## config.mk

```make
export PLATFORM = sky130hd
export DESIGN_NAME = data_cache_flat
export DESIGN_NICKNAME = d
export VERILOG_FILES = /design/src/rtl/data_cache_if.sv /design/src/rtl/data_cache.sv /design/src/flat_wrapper.sv
export SDC_FILE = /design/constraint.sdc
export NUM_CORES = 2
export LEC_CHECK = 0
export CORE_MARGIN = 2
export CORE_UTILIZATION = 30
export DETAILED_ROUTE_END_ITERATION = 6
export PLACE_DENSITY_LB_ADDON = 0.1
export SYNTH_ARGS = -nofsm -noshare
export SYNTH_HDL_FRONTEND = slang
export SYNTH_SLANG_ARGS = --single-unit
```

## constraint.sdc

```tcl
create_clock -name clk -period 24.8 [get_ports clk]
set_clock_uncertainty 0.15 [all_clocks]
set_input_delay 6.2 -clock clk [delete_from_list [all_inputs] [get_ports clk]]
set_output_delay 6.2 -clock clk [all_outputs]
set_load 0.03 [all_outputs]
```

## src/rtl/data_cache_if.sv

```systemverilog
// data_cache_if: LSU-side and backing-memory-side signals of the L1 data cache.
//   LSU side : data_req, data_we, data_addr, wdata, byte_enable -> cache
//              data_valid, rdata                               <- cache
//   Bus side : bus_req, bus_we, bus_addr, bus_wdata, bus_be     <- cache
//              bus_ack, bus_rdata                               -> cache
// Modports: slave  = the cache itself
//           master = the environment (LSU + backing memory)
interface data_cache_if #(
  parameter int unsigned DATA_WIDTH      = 32,
  parameter int unsigned BYTE_DATA_WIDTH = 4
);
  logic                       data_req;
  logic                       data_we;
  logic [DATA_WIDTH-1:0]      data_addr;
  logic [DATA_WIDTH-1:0]      wdata;
  logic [BYTE_DATA_WIDTH-1:0] byte_enable;
  logic                       data_valid;
  logic [DATA_WIDTH-1:0]      rdata;

  logic                       bus_req;
  logic                       bus_we;
  logic [DATA_WIDTH-1:0]      bus_addr;
  logic [DATA_WIDTH-1:0]      bus_wdata;
  logic [BYTE_DATA_WIDTH-1:0] bus_be;
  logic                       bus_ack;
  logic [DATA_WIDTH-1:0]      bus_rdata;

  modport slave (
    input  data_req, data_we, data_addr, wdata, byte_enable,
    output data_valid, rdata,
    output bus_req, bus_we, bus_addr, bus_wdata, bus_be,
    input  bus_ack, bus_rdata
  );

  modport master (
    output data_req, data_we, data_addr, wdata, byte_enable,
    input  data_valid, rdata,
    input  bus_req, bus_we, bus_addr, bus_wdata, bus_be,
    output bus_ack, bus_rdata
  );
endinterface

```

## src/rtl/data_cache.sv

```systemverilog
// data_cache: direct-mapped, write-through, no-write-allocate L1 data cache.
// One data word per line, 2**INDEX_BITS lines. Misses and all stores with a
// non-zero byte enable go to a single-outstanding backing-memory bus.
// Ports:
//   clk      : rising-edge clock
//   rst      : synchronous active-high reset
//   cache_if : data_cache_if.slave (LSU request/response + backing bus)
//   hit_count_o / miss_count_o : present only when DATA_CACHE_STATS_EN is
//              defined; count load/store (be != 0) hits and misses, wrap at 2^32.
// All outputs are registered. Request-to-data_valid latency on a hit is 2 cycles.
module data_cache #(
  parameter int unsigned DATA_WIDTH      = 32,
  parameter int unsigned BYTE_DATA_WIDTH = 4,
  parameter int unsigned INDEX_BITS      = 6
) (
  input  logic         clk,
  input  logic         rst,
`ifdef DATA_CACHE_STATS_EN
  output logic [31:0]  hit_count_o,
  output logic [31:0]  miss_count_o,
`endif
  data_cache_if.slave  cache_if
);

  localparam int unsigned LINES = 1 << INDEX_BITS;
  localparam int unsigned TAG_W = DATA_WIDTH - INDEX_BITS - 2;
  localparam logic [DATA_WIDTH-1:0] ADDR_LSB_MASK = DATA_WIDTH'(3);

  typedef enum logic [2:0] {
    S_IDLE,
    S_LOOKUP,
    S_REFILL,
    S_WRITE,
    S_RESP
  } state_e;

  state_e                     state_q;
  logic [DATA_WIDTH-1:0]      addr_q;
  logic                       we_q;
  logic [DATA_WIDTH-1:0]      wdata_q;
  logic [BYTE_DATA_WIDTH-1:0] be_q;

  logic [LINES-1:0]           valid_q;
  logic [TAG_W-1:0]           tag_mem  [LINES];
  logic [DATA_WIDTH-1:0]      data_mem [LINES];

  logic                       data_valid_q;
  logic [DATA_WIDTH-1:0]      rdata_q;
  logic                       bus_req_q;
  logic                       bus_we_q;
  logic [DATA_WIDTH-1:0]      bus_addr_q;
  logic [DATA_WIDTH-1:0]      bus_wdata_q;
  logic [BYTE_DATA_WIDTH-1:0] bus_be_q;

  logic [INDEX_BITS-1:0]      idx;
  logic [TAG_W-1:0]           tag;
  logic                       hit;
  logic [DATA_WIDTH-1:0]      line_data;
  logic [DATA_WIDTH-1:0]      merged;
  logic                       arr_we;
  logic [DATA_WIDTH-1:0]      arr_wdata;

  // Lookup and array write port. Both store-hit merges and refills land on
  // the line selected by the latched address, so a single write port suffices.
  always_comb begin
    idx       = addr_q[INDEX_BITS+1:2];
    tag       = addr_q[DATA_WIDTH-1:INDEX_BITS+2];
    line_data = data_mem[idx];
    hit       = valid_q[idx] && (tag_mem[idx] == tag);
    merged    = line_data;
    for (int unsigned b = 0; b < BYTE_DATA_WIDTH; b++) begin
      if (be_q[b]) begin
        merged[8*b +: 8] = wdata_q[8*b +: 8];
      end
    end
    arr_we    = 1'b0;
    arr_wdata = merged;
    if (state_q == S_LOOKUP && we_q && be_q != '0 && hit) begin
      arr_we = 1'b1;
    end else if (state_q == S_REFILL && cache_if.bus_ack) begin
      arr_we    = 1'b1;
      arr_wdata = cache_if.bus_rdata;
    end
    if (rst) begin
      arr_we = 1'b0;
    end
  end

  // Tag/data storage carries no reset; validity is tracked by valid_q alone.
  always_ff @(posedge clk) begin
    if (arr_we) begin
      data_mem[idx] <= arr_wdata;
      tag_mem[idx]  <= tag;
    end
  end

  always_ff @(posedge clk) begin
    if (rst) begin
      state_q      <= S_IDLE;
      valid_q      <= '0;
      addr_q       <= '0;
      we_q         <= 1'b0;
      wdata_q      <= '0;
      be_q         <= '0;
      data_valid_q <= 1'b0;
      rdata_q      <= '0;
      bus_req_q    <= 1'b0;
      bus_we_q     <= 1'b0;
      bus_addr_q   <= '0;
      bus_wdata_q  <= '0;
      bus_be_q     <= '0;
    end else begin
      data_valid_q <= 1'b0;
      unique case (state_q)
        S_IDLE: begin
          if (cache_if.data_req) begin
            addr_q  <= cache_if.data_addr & ~ADDR_LSB_MASK;
            we_q    <= cache_if.data_we;
            wdata_q <= cache_if.wdata;
            be_q    <= cache_if.byte_enable;
            state_q <= S_LOOKUP;
          end
        end
        S_LOOKUP: begin
          if (we_q && be_q == '0) begin
            rdata_q      <= '0;
            data_valid_q <= 1'b1;
            state_q      <= S_RESP;
          end else if (!we_q && hit) begin
            rdata_q      <= line_data;
            data_valid_q <= 1'b1;
            state_q      <= S_RESP;
          end else begin
            // Load miss or any enabled store: start the bus transaction.
            bus_req_q   <= 1'b1;
            bus_we_q    <= we_q;
            bus_addr_q  <= addr_q;
            bus_wdata_q <= we_q ? wdata_q : '0;
            bus_be_q    <= we_q ? be_q : '1;
            state_q     <= we_q ? S_WRITE : S_REFILL;
          end
        end
        S_REFILL: begin
          if (cache_if.bus_ack) begin
            valid_q[idx] <= 1'b1;
            rdata_q      <= cache_if.bus_rdata;
            bus_req_q    <= 1'b0;
            data_valid_q <= 1'b1;
            state_q      <= S_RESP;
          end
        end
        S_WRITE: begin
          if (cache_if.bus_ack) begin
            rdata_q      <= '0;
            bus_req_q    <= 1'b0;
            data_valid_q <= 1'b1;
            state_q      <= S_RESP;
          end
        end
        S_RESP: begin
          state_q <= S_IDLE;
        end
        default: begin
          state_q <= S_IDLE;
        end
      endcase
    end
  end

  assign cache_if.data_valid = data_valid_q;
  assign cache_if.rdata      = rdata_q;
  assign cache_if.bus_req    = bus_req_q;
  assign cache_if.bus_we     = bus_we_q;
  assign cache_if.bus_addr   = bus_addr_q;
  assign cache_if.bus_wdata  = bus_wdata_q;
  assign cache_if.bus_be     = bus_be_q;

`ifdef DATA_CACHE_STATS_EN
  logic [31:0] hit_cnt_q;
  logic [31:0] miss_cnt_q;

  always_ff @(posedge clk) begin
    if (rst) begin
      hit_cnt_q  <= '0;
      miss_cnt_q <= '0;
    end else if (state_q == S_LOOKUP && (!we_q || be_q != '0)) begin
      if (hit) begin
        hit_cnt_q <= hit_cnt_q + 32'd1;
      end else begin
        miss_cnt_q <= miss_cnt_q + 32'd1;
      end
    end
  end

  assign hit_count_o  = hit_cnt_q;
  assign miss_count_o = miss_cnt_q;
`endif

endmodule
```

## src/flat_wrapper.sv

```systemverilog
// flat-port wrapper written by rule: the top's interface ports become plain ports
module data_cache_flat 
#(
  parameter int unsigned DATA_WIDTH      = 32,
  parameter int unsigned BYTE_DATA_WIDTH = 4,
  parameter int unsigned INDEX_BITS      = 6
)
  (clk, rst, cache_if_data_req, cache_if_data_we, cache_if_data_addr, cache_if_wdata, cache_if_byte_enable, cache_if_data_valid, cache_if_rdata, cache_if_bus_req, cache_if_bus_we, cache_if_bus_addr, cache_if_bus_wdata, cache_if_bus_be, cache_if_bus_ack, cache_if_bus_rdata);
  data_cache_if #(.DATA_WIDTH(DATA_WIDTH), .BYTE_DATA_WIDTH(BYTE_DATA_WIDTH)) cache_if_i ();
  input  logic clk;
  input  logic rst;
  input wire logic [$bits(cache_if_i.data_req)-1:0] cache_if_data_req;
  input wire logic [$bits(cache_if_i.data_we)-1:0] cache_if_data_we;
  input wire logic [$bits(cache_if_i.data_addr)-1:0] cache_if_data_addr;
  input wire logic [$bits(cache_if_i.wdata)-1:0] cache_if_wdata;
  input wire logic [$bits(cache_if_i.byte_enable)-1:0] cache_if_byte_enable;
  output wire logic [$bits(cache_if_i.data_valid)-1:0] cache_if_data_valid;
  output wire logic [$bits(cache_if_i.rdata)-1:0] cache_if_rdata;
  output wire logic [$bits(cache_if_i.bus_req)-1:0] cache_if_bus_req;
  output wire logic [$bits(cache_if_i.bus_we)-1:0] cache_if_bus_we;
  output wire logic [$bits(cache_if_i.bus_addr)-1:0] cache_if_bus_addr;
  output wire logic [$bits(cache_if_i.bus_wdata)-1:0] cache_if_bus_wdata;
  output wire logic [$bits(cache_if_i.bus_be)-1:0] cache_if_bus_be;
  input wire logic [$bits(cache_if_i.bus_ack)-1:0] cache_if_bus_ack;
  input wire logic [$bits(cache_if_i.bus_rdata)-1:0] cache_if_bus_rdata;
  assign cache_if_i.data_req = cache_if_data_req;
  assign cache_if_i.data_we = cache_if_data_we;
  assign cache_if_i.data_addr = cache_if_data_addr;
  assign cache_if_i.wdata = cache_if_wdata;
  assign cache_if_i.byte_enable = cache_if_byte_enable;
  assign cache_if_data_valid = cache_if_i.data_valid;
  assign cache_if_rdata = cache_if_i.rdata;
  assign cache_if_bus_req = cache_if_i.bus_req;
  assign cache_if_bus_we = cache_if_i.bus_we;
  assign cache_if_bus_addr = cache_if_i.bus_addr;
  assign cache_if_bus_wdata = cache_if_i.bus_wdata;
  assign cache_if_bus_be = cache_if_i.bus_be;
  assign cache_if_i.bus_ack = cache_if_bus_ack;
  assign cache_if_i.bus_rdata = cache_if_bus_rdata;
  data_cache #(.DATA_WIDTH(DATA_WIDTH), .BYTE_DATA_WIDTH(BYTE_DATA_WIDTH), .INDEX_BITS(INDEX_BITS)) u_core (.clk(clk), .rst(rst), .cache_if(cache_if_i));
endmodule
```

======== Word level (Yosys, flattened, before mapping) ========
Memories as Yosys holds them, arrays and structs flattened. A register that Yosys moved wholly into a read port is not among the register bits.
Index checks and enable logic that the tools add are counted.
storage, ports and cells
  register bits after elaboration ......... 235
  RAM bits ................................ 3584
  word-level logic and storage cells ...... 92
  memories kept ........................... 2
memories
  name             words  width  rd ports  clocked after Yosys merged registers in  wr ports  line              RTL
  u_core.data_mem  64     32     1         1                                        1         data_cache.sv:45  logic [DATA_WIDTH-1:0] data_mem [LINES];
  u_core.tag_mem   64     24     1         1                                        1         data_cache.sv:44  logic [TAG_W-1:0] tag_mem [LINES];
operators by class
  $lt $le $gt $ge ......................... 2
  eq/ne operators ......................... 11
  muxes and demuxes ....................... 40
  bitwise gates (word level) .............. 3
  reductions and logical operators ........ 21
operators with widths
  kind                count
  $mux 32             7
  $pmux 32 s3         1
  $or 64x64->64       1
  $mux 8              4
  $eq 24x24->1        1
  $mux 6              4
  $mux 1              14
  $mux 3              4
  $ne 2x2->1 const B  5
  $pmux 3 s3          1
  $logic_and 1x1->1   8
  $reduce_and 4->1    2
  $lt 6x7->1 const B  1
  $bmux 1 s6          1
  $demux 1 s6         1
  $eq 3x2->1 const B  2
  $ge 6x1->1 const B  1
  $reduce_and 2->1    3
  $logic_not 4->1     1
  $mux 4              1
  $pmux 1 s2          2
  $reduce_bool 4->1   1
  $eq 3x1->1 const B  1
  $logic_not 3->1     1
  8 further kinds     9

======== Logic depth before layout (Yosys ltp) ========
  depth in word-level cells ............... 8
  gate-level depth with buffers ........... 21

======== Least setup slack after synthesis ========
Ideal clock, no wire load.
  path type ............................... input to register
  start point ............................. input port cache_if_bus_ack
  end point ............................... memory u_core.data_mem[36][0] (enable)
  library setup time ...................... 539 ps
  arrival ................................. 10833 ps
  setup slack ............................. 13278 ps
  stages .................................. 5
  buffers on the path ..................... 2
  cell sequence ........................... and2_1 clkbuf_1 o21ai_1 buf_2 nor3_1
on the way
  cells in the longest elaborated chain, start to end .. 6
ends and longest elaborated chain
  element                       line                RTL
  start: declaration            flat_wrapper.sv:24  input wire logic [$bits(cache_if_i.bus_ack)-1:0] cache_if_bus_ack;
  $logic_and 1x1->1             data_cache.sv:80    end else if (state_q == S_REFILL && cache_if.bus_ack) begin
  $mux 1                        data_cache.sv:80
  $mux 1                        data_cache.sv:78    if (state_q == S_LOOKUP && we_q && be_q != '0 && hit) begin
  $mux 1                        data_cache.sv:84    if (rst) begin
  $mux 1                        data_cache.sv:91    if (arr_we) begin
  $mux 1 (not written as such)  data_cache.sv:92    data_mem[idx] <= arr_wdata;
  end: declaration              data_cache.sv:45
Every way passes these cells.

==> results_dict.tcl <==
set metrics [dict create \
    drc_errors 0 \
    cp.depth 18 \
    synth_area_leader_cell "edfxtp_1" \
    hold_ws_ns 0.317 \
    dieHeight_um 705 \
    r2r_slack_ns 14.66 \
    end_kind "register" \
    async_flop_share_pct 0 \
    hpwl_um 292000 \
    max-clock-path-buffers 4 \
    fin_nets 7694 \
    area_delta_synth_final_pct 17.1 \
    arrival_ns 10.61 \
    grt_max_degree 135 \
    worst_ep_required_time_ns 25.27 \
    die_w_um 705 \
    post-route-min-period_ns 10.14 \
    cap_viol_max_count 0 \
    antenna_left 0 \
    grt_pass1_vias 77800 \
    cts_tree "yes" \
    path_delay_family "buffers and inverters" \
    core_mm2 0.489 \
    clock_latency_ns 1.01 \
    yosys_warnings 0 \
    power_mw 14.6 \
    yosysMostFrequentCell "edfxtp_1" \
    r2r_cells 18 \
    rsz0062_at_grt "false" \
    synth_seq_area_share_pct 76.4 \
    cts.clk_slew.worst_paths_ns 0.06 \
    final_area_mm2 0.172 \
    start_util_pct 30.1 \
    worst_pin_slew_ns 1.22 \
    avgRoutedWirePerCell_um 36.1 \
    ys_ff_latch 3825 \
    track_usage_pct 20.5 \
    place.gp.congestion 0.770 \
    vdd_drop_max_mv 0.0544 \
    synth_top_area_share_pct 73.1 \
    post_cts_resized 0 \
    grt_overflow_total 0 \
    place_area_mm2 0.159 \
    slew_violations 0 \
    relSlewSlack_pct 18.4 \
    setup_ws_ns 14.66 \
    port_buffers 203 \
    critical_path.startpoint_type "register" \
    netlist_area_mm2 0.147 \
    min_from "u_core.valid_q[54]" \
    drive_gt1_share_pct 26.0 \
    outcome "finished clean" \
    final_hold_viol_count 0 \
    htree_levels 5 \
    fmax_mhz 98.6 \
    clock-sinks 3825 \
    routed_wl_um 520000 \
    cts_root_buf "clkbuf_16" \
    r2r_end "u_core.data_mem[22][3]" \
    synth_edf_count 3584 \
    avgSynthCellArea_um2 20.9 \
    grt_pass1_wl_um 697000 \
    post-route-period-util_pct 40.9 \
    holdPathStages 2 \
    rows 257 \
    detail_route.iter0.violations 8381 \
    cts_made_buffers 418 \
    critical_path_buf_inv_count 7 \
    p_leak_nw 53.0 \
    place_ws_ns 14.25 \
    firstDrtPassIters 5 \
    syn_inst 7039 \
    synthTopCellsByArea "edfxtp_1 (73%), mux4_2 (14%), dfxtp_1 (3.3%)" \
    clkPwrFrac_pct 42.1 \
    vias 76200 \
    worst_path_most_repeated_cell "buf_4" \
    ys.flop_type "edfxtp_1" \
    cp_max_fo 39 \
    synth_commonest_cells "edfxtp_1 (3584), mux4_2 (938), nand2_1 (335)" \
    ys_types 78 \
    min_to "u_core.valid_q[54]" \
    final.setup.tns_ns 0 \
    p_sw_share_pct 23.4 \
    powerDensity_mw_per_mm2 84.8 \
    pwr-share-comb_pct 7.7 \
    critPathMaxStageDelay_ns 0.81 \
    crit_chain "buf_4 > buf_4 > buf_4 > buf_4 > mux4_2 > o22ai_1 > nor4_1 > nor3b_1 > a21oi_1 > o2111ai_1 > a21oi_1 > and4_1 > and4_1 > o21ai_4 > buf_4 > nor3_2 > buf_4 > buf_4" \
    avgViaCountPerCell 5.28 \
    seq_power_share_pct 50.2 \
    cts_hold_buf 0 \
    die-area_mm2 0.496 \
    hp-class "reg2reg" \
    p_sw_mw 3.42 \
    crit_type "reg2reg" \
    num_io_pins 208 \
    intPower_mw 11.2 \
    n_fill_cell 45700 \
    cts_setup_buffers 0 \
    setup_viol 0 \
    antenna_found_initial 31 \
    critPathSlowestCell "dfxtp_4" \
]
-- layout by cell type, fill, tap and decap left out, types with 16 or more instances in the layout --
master and n:
nand3_1 87, bufinv_16 33, dfxtp_2 25, clkbuf_16 426
nor2_1 112, clkdlybuf4s50_1 202, and3_1 18, a21oi_1 216
o22ai_1 36, clkbuf_8 16, buf_4 338, mux2_2 32
a31oi_1 22, nand2_1 335, a32oi_1 16, mux2i_1 298
clkinv_1 96, clkinv_2 63, a211oi_1 39, mux4_2 938
o21ai_1 72, edfxtp_1 3584, clkbuf_1 105, o21ai_4 35
nor2b_1 25, dfxtp_1 210, nor3_2 69, a22oi_1 142
nor3_1 52, nand4_1 21
-- power by group through the flow --
stage                     Combinational, mW  Sequential, mW  Clock (mW)
final                                  1.12            7.33        6.16
after detailed placement               1.15            7.46           0
after floorplan                       0.611            7.49           0
after CTS                              1.15            7.33        6.29
after global routing                   1.20            7.33        6.54
after global placement                 1.12            7.46           0
-- sequential cells by signal, summed over array words and instances (netlist names), 30 cells and up, named ones only --
register	flops
u_core.addr_q	30
u_core.cache_if.bus_wdata	32
u_core.cache_if.bus_addr	30
u_core.data_mem	2048
u_core.wdata_q	32
u_core.tag_mem	1536
u_core.valid_q	64
u_core.cache_if.rdata	32
-- per-layer routing --
layer,share of wire [%],global-route usage (%)
met1,44,28.7
met2,49,34.5
met3,4.6,2.41
met4,1.9,3.97
met5,0,0
-- kinds of logic after synthesis --
| group | after synthesis | share of synthesized area (%) |
|---|---|---|
| other cells | 1 | 0.00255 |
| buf+inv | 435 | 1.38 |
| compound gates | 670 | 2.88 |
| simple gates | 822 | 2.62 |
| xor+xnor | 16 | 0.0952 |
| mux | 1270 | 16.6 |
| flops | 3825 | 76.4 |
-- worst reg2reg max path: cells and delay by family, from the launching register on --
| family | cells | cell delay, ns |
|---|---|---|
| buf+inv | 7 | 4.82 |
| simple gates | 5 | 2.18 |
| mux | 1 | 0.43 |
| compound gates | 5 | 1.27 |
| flops | 1 | 0.81 |
-- cell type report --
type,count,area (um2),area share (%)
Tap cell,6475,8100,4.70
Sequential cell,3825,113000,65.3
Inverter,13,63.8,0.0370
Clock buffer,550,11300,6.55
Timing Repair Buffer,551,4770,2.77
Multi-Input combinational cell,2780,33600,19.5
Antenna cell,10,25.0,0.0145
Clock inverter,223,2060,1.19
-- metrics by stage --
stage               instances  utilization, %
global route            14400            35.2
floorplan                7040               -
detailed placement      13600            32.5
CTS                     14400            35.2
finish                  14400            35.2
global placement        13600            32.5
-- worst max-delay path by stage --
stage               slack [ns]             start                      end
finish                   14.66          register   u_core.data_mem[22][3]
detailed placement       14.25  cache_if_bus_ack  u_core.data_mem[60][16]
global route             14.06          register   u_core.tag_mem[22][12]
floorplan                13.28  cache_if_bus_ack   u_core.data_mem[36][0]
global placement         14.24  cache_if_bus_ack  u_core.data_mem[37][16]
CTS                      14.45          register    u_core.tag_mem[22][1]
No activity file was read; power rests on OpenSTA's default activity.
